==> src/rtl/mem_stage_pkg.sv <==
// mem_stage_pkg: shared widths and the MEM/WB latch record for the MEM stage.
package mem_stage_pkg;
  localparam int DATA_W = 32;
  localparam int REG_ADDR_W = 5;
  localparam int PC_W = 7;
  localparam int STAT_W = 16;
  typedef struct packed {
    logic mem_to_reg;
    logic reg_write;
    logic [DATA_W-1:0] alu_result;
    logic [REG_ADDR_W-1:0] dst;
  } mem_wb_t;
  function automatic logic [STAT_W-1:0] sat_inc(input logic [STAT_W-1:0] v, input logic en);
    return (en && v != '1) ? v + 1'b1 : v;
  endfunction
endpackage

==> src/rtl/mem_stage_data_mem.sv <==
// data_mem: word-addressed data memory, synchronous write, read-first registered read.
module data_mem
  import mem_stage_pkg::*;
#(
  parameter int DEPTH = 128,
  parameter int ADDR_W = 7
) (
  input  logic              clk,
  input  logic              rst,
  input  logic              we,
  input  logic              re,
  input  logic [ADDR_W-1:0] addr,
  input  logic [DATA_W-1:0] wdata,
  output logic [DATA_W-1:0] rdata
);
  logic [DATA_W-1:0] mem [DEPTH];
  logic [DATA_W-1:0] rdata_d, rdata_q;
  always_comb rdata_d = rst ? '0 : re ? mem[addr] : rdata_q;
  // Contents survive reset; only the store is suppressed.
  always_ff @(posedge clk) begin
    if (we && !rst) mem[addr] <= wdata;
  end
  always_ff @(posedge clk) rdata_q <= rdata_d;
  assign rdata = rdata_q;
endmodule

==> src/rtl/mem_stage.sv <==
// mem_stage: MEM pipeline stage (branch resolve, data memory, MEM/WB latch).
// Optional MEM_STATS_EN adds saturating load/store counters.
module mem_stage
  import mem_stage_pkg::*;
#(
  parameter int DEPTH = 128,
  parameter int ADDR_W = 7
) (
  input  logic                  clk,
  input  logic                  rst,
  input  logic                  mem_to_reg,
  input  logic                  reg_write,
  input  logic                  branch,
  input  logic                  mem_write,
  input  logic                  mem_read,
  input  logic [PC_W-1:0]       pc_branch,
  input  logic                  zero,
  input  logic [DATA_W-1:0]     alu_result,
  input  logic [DATA_W-1:0]     data2,
  input  logic [REG_ADDR_W-1:0] dst,
  input  logic                  flush,
  output logic                  pc_src,
  output logic [PC_W-1:0]       pc_target,
  output logic                  wb_mem_to_reg,
  output logic                  wb_reg_write,
  output logic [DATA_W-1:0]     wb_read_data,
  output logic [DATA_W-1:0]     wb_alu_result,
  output logic [REG_ADDR_W-1:0] wb_dst
`ifdef MEM_STATS_EN
  ,
  output logic [STAT_W-1:0]     load_count,
  output logic [STAT_W-1:0]     store_count
`endif
);
  mem_wb_t wb_d, wb_q;
  logic [ADDR_W-1:0] word_addr;
  logic unused_addr_bits;
  assign pc_src = branch & zero;
  assign pc_target = pc_branch;
  // Byte offset and bits above the memory range are dropped, so addresses wrap.
  assign word_addr = alu_result[ADDR_W+1:2];
  assign unused_addr_bits = ^{alu_result[DATA_W-1:ADDR_W+2], alu_result[1:0]};
  data_mem #(.DEPTH(DEPTH), .ADDR_W(ADDR_W)) u_data_mem (
    .clk   (clk),
    .rst   (rst),
    .we    (mem_write & ~flush),
    .re    (mem_read),
    .addr  (word_addr),
    .wdata (data2),
    .rdata (wb_read_data)
  );
  always_comb wb_d = rst ? '0 : mem_wb_t'{mem_to_reg: mem_to_reg & ~flush, reg_write: reg_write & ~flush, alu_result: alu_result, dst: dst};
  always_ff @(posedge clk) wb_q <= wb_d;
  assign wb_mem_to_reg = wb_q.mem_to_reg;
  assign wb_reg_write = wb_q.reg_write;
  assign wb_alu_result = wb_q.alu_result;
  assign wb_dst = wb_q.dst;
`ifdef MEM_STATS_EN
  logic [STAT_W-1:0] load_count_d, load_count_q, store_count_d, store_count_q;
  always_comb begin
    load_count_d = rst ? '0 : sat_inc(load_count_q, mem_read & ~flush);
    store_count_d = rst ? '0 : sat_inc(store_count_q, mem_write & ~flush);
  end
  always_ff @(posedge clk) begin
    load_count_q <= load_count_d;
    store_count_q <= store_count_d;
  end
  assign load_count = load_count_q;
  assign store_count = store_count_q;
`endif
endmodule

==> config.mk <==
export PLATFORM = sky130hd
export DESIGN_NAME = mem_stage
export DESIGN_NICKNAME = d
export VERILOG_FILES = /design/src/rtl/mem_stage_pkg.sv /design/src/rtl/mem_stage_data_mem.sv /design/src/rtl/mem_stage.sv
export SDC_FILE = /design/constraint.sdc
export NUM_CORES = 2
export LEC_CHECK = 0
export CAP_MARGIN = 10
export CELL_PAD_IN_SITES_DETAIL_PLACEMENT = 1
export CELL_PAD_IN_SITES_GLOBAL_PLACEMENT = 1
export CORE_UTILIZATION = 40
export CTS_CLUSTER_SIZE = 40
export DETAILED_ROUTE_END_ITERATION = 8
export GPL_ROUTABILITY_DRIVEN = 1
export PLACE_DENSITY_LB_ADDON = 0.1
export RECOVER_POWER = 100
export SETUP_SLACK_MARGIN = 0.4
export SLEW_MARGIN = 20
export SYNTH_ARGS = -nofsm -noshare
export SYNTH_HDL_FRONTEND = slang
export SYNTH_SLANG_ARGS = --single-unit
==> constraint.sdc <==
create_clock -name clk -period 4.9 [get_ports clk]
set_clock_uncertainty 0.15 [all_clocks]
set_input_delay 0.98 -clock clk [delete_from_list [all_inputs] [get_ports clk]]
set_output_delay 0.98 -clock clk [all_outputs]
set_load 0.01 [all_outputs]
==> impl_metrics.json <==
{
  "cts_buffers": 452,
  "wirelength_um": 636000,
  "place_ws_ns": -0.194,
  "start_kind": "input pin",
  "h-tree-depth": 5,
  "wl_per_cell_um": 41.9,
  "slew_viol_final": 2880,
  "track_usage": 0.311,
  "synth_top_area_share": 0.771,
  "boundaryPins": 164,
  "path_cells": "buf_8, clkbuf_1, nor2_4, buf_12, buf_4, a221oi_1, o21ai_0, o311ai_0, a311oi_1, o221ai_1, buf_4, a311oi_1",
  "syn_nets": 8807,
  "period_share": 0.949,
  "die_area_sq_mm": 0.401,
  "drive_above_1_share": 0.202,
  "layout_commonest_cell": "edfxtp_1",
  "r2r_cells": 8,
  "cts.clk_slew.worst_paths_ns": 0.06,
  "p_total_uw": 77500,
  "power_density_mw_per_mm2": 415,
  "synth-main-ff-cell": "edfxtp_1",
  "cts_tree": "yes",
  "fp.dieW_um": 634,
  "area_growth_syn_to_layout_pct": 17.0,
  "ys_seq_area_frac": 0.780,
  "port_buffers": 149,
  "rsz0062_at_grt": "false",
  "seq_area_sq_mm": 0.124,
  "rows": 231,
  "antenna_found_initial": 68,
  "cts_hold_buf": 0,
  "setup_slack_ns": 0.249,
  "min_path_cells": 1,
  "critPathArrivalTime_ns": 5.39,
  "clockBufferDepth": 4,
  "violations": "capacitance limit, slew limit",
  "grt_pass1_vias": 95700,
  "finalHoldViolCount": 0,
  "drc": 0,
  "ys_types": 87,
  "via_per_inst": 6.37,
  "num_vias": 96800,
  "fillCellCount": 36900,
  "min_period_ns": 4.65,
  "fmax_mhz": 215,
  "ant_nets": 0,
  "multiInputGateArea_sq_mm": 0.0317,
  "cts-resized-gates": 0,
  "largest_register_ffs": 4096,
  "tightest_slew_ns": 4.86,
  "setup_violations": 0,
  "async_flop_share": 0,
  "grt_overflow": 0,
  "synth_seq_cells": 4167,
  "critPathSlowestCell": "a311oi_1",
  "slew_headroom": -2.24,
  "grt_max_degree": 129,
  "cts.sinks": 4167,
  "final_cell_mix": "4,096 x edfxtp_1, 611 x a221oi_1, 560 x buf_4",
  "cp_max_fo": 36,
  "ir_drop_v": 0.000334,
  "outcome": "finished with violations",
  "crit_path_max_incr_delay_ns": 1.06,
  "p_leak_uw": 0.0598,
  "hpwl_um": 388000,
  "synth_area_leaders": "edfxtp_1 77%, a221oi_1 3.4%, mux4_2 3.2%, mux2i_1 2.3%, mux2_2 1.5%",
  "post_cts_buffers": 0,
  "avgSynthCellArea_sq_um": 18.3,
  "yosysWarningCount": 0,
  "root_buffer": "clkbuf_16",
  "grt_pass1_wl_um": 851000,
  "dieHeight_um": 634,
  "yosysTopAreaCell": "edfxtp_1",
  "initial_core_util": 0.402,
  "synth_cells": 8722,
  "dr.pass1.iters": 6,
  "core_area_sq_mm": 0.397,
  "worstPathRequired_ns": 5.64,
  "hold_class": "input pin to flip-flop",
  "synth_edf_count": 4096,
  "end_kind": "flip-flop",
  "mappedNetlistArea_sq_mm": 0.160,
  "drt_iter0_drc": 14500,
  "regMostFlops": "u_data_mem.mem",
  "gp_congestion": 0.906,
  "fin_nets": 9613,
  "clk_latency_ns": 1.02,
  "path_class": "input pin to flip-flop",
  "drv_cap": 53
}
## layout make-up
type,count,area share
Multi-Input combinational cell,3902,0.170
Timing Repair Buffer,999,0.0527
Inverter,6,0.000308
Tap cell,5242,0.0351
Clock inverter,261,0.0111
Clock buffer,583,0.0644
Sequential cell,4167,0.666
Antenna cell,30,0.000402
## metal layers
| layer | routed length (um) | GRT usage |
|---|---|---|
| met1 | 260000 | 0.435 |
| met5 | 46 | 0 |
| met3 | 55800 | 0.0510 |
| met2 | 289000 | 0.485 |
| met4 | 30400 | 0.126 |
## power by group
part           internal, uW  switching (uW)  total (uW)
clock network         18500           14500       32900
logic                  1460            3670        5130
registers             39300             102       39400
## worst max-delay path: cells and delay by family
family	cells	cell delay (ns)
compound gates	6	2.42
buf+inv	5	1.39
simple gates	1	0.38
## synth_stat cells (10+ instances only)
library cell and count:
nand3_1 40, a21oi_1 322, mux2i_1 360, mux4_2 230, a311oi_1 28, buf_2 246, o21ai_1 17, o21bai_1 20
a211oi_1 40, o221a_2 19, nor2_1 428, nor3_1 38, or3_1 11, o221ai_1 53, a31oi_1 56, edfxtp_1 4096
nor4_1 15, o21ai_0 265, buf_6 63, a22o_1 54, mux2_2 214, a221o_1 117, buf_1 51, and3_1 13
nor2b_1 44, o211a_1 11, o2bb2ai_1 20, dfxtp_1 71, o22a_1 31, a2111oi_0 24, a21bo_2 10, a222oi_1 30
a221oi_1 611, clkbuf_1 167, o211ai_1 34, buf_4 116, nand2_1 325, a22oi_1 212, o22ai_1 58
## worst paths after layout
check	end	startpoint	slack (ns)
worst max-delay path	u_data_mem.rdata[0]	alu_result[4]	0.25
worst min-delay path	u_data_mem.mem[126][0]	data2[0]	0.26
worst max register to register	u_data_mem.rdata[0]	u_data_mem.mem[2][0]	1.51
worst min register to register	u_data_mem.rdata[19]	u_data_mem.rdata[19]	0.47
## logic make-up after synthesis
logic type             after synthesis  synth area share
AOI/OAI and AO/OA                 2122             0.100
buffers and inverters              653            0.0233
DFF                               4167             0.780
muxes                              814            0.0709
and+or+nand+nor                    966            0.0260
## through the flow
step / utilization / area [sq um] / setup TNS, ns / cells / hold WS [ns]
after floorplan: - / 160000 / -12.72 / 8722 / 0.353
after global placement: 0.440 / 174000 / -0.470 / 14300 / 0.445
after detailed placement: 0.440 / 174000 / -0.351 / 14300 / 0.453
after CTS: 0.475 / 189000 / 0 / 15200 / 0.0535
after global routing: 0.471 / 187000 / 0 / 15200 / 0.234
final: 0.471 / 187000 / 0 / 15200 / 0.262
Note: power is estimated with default switching activity, not from simulation.
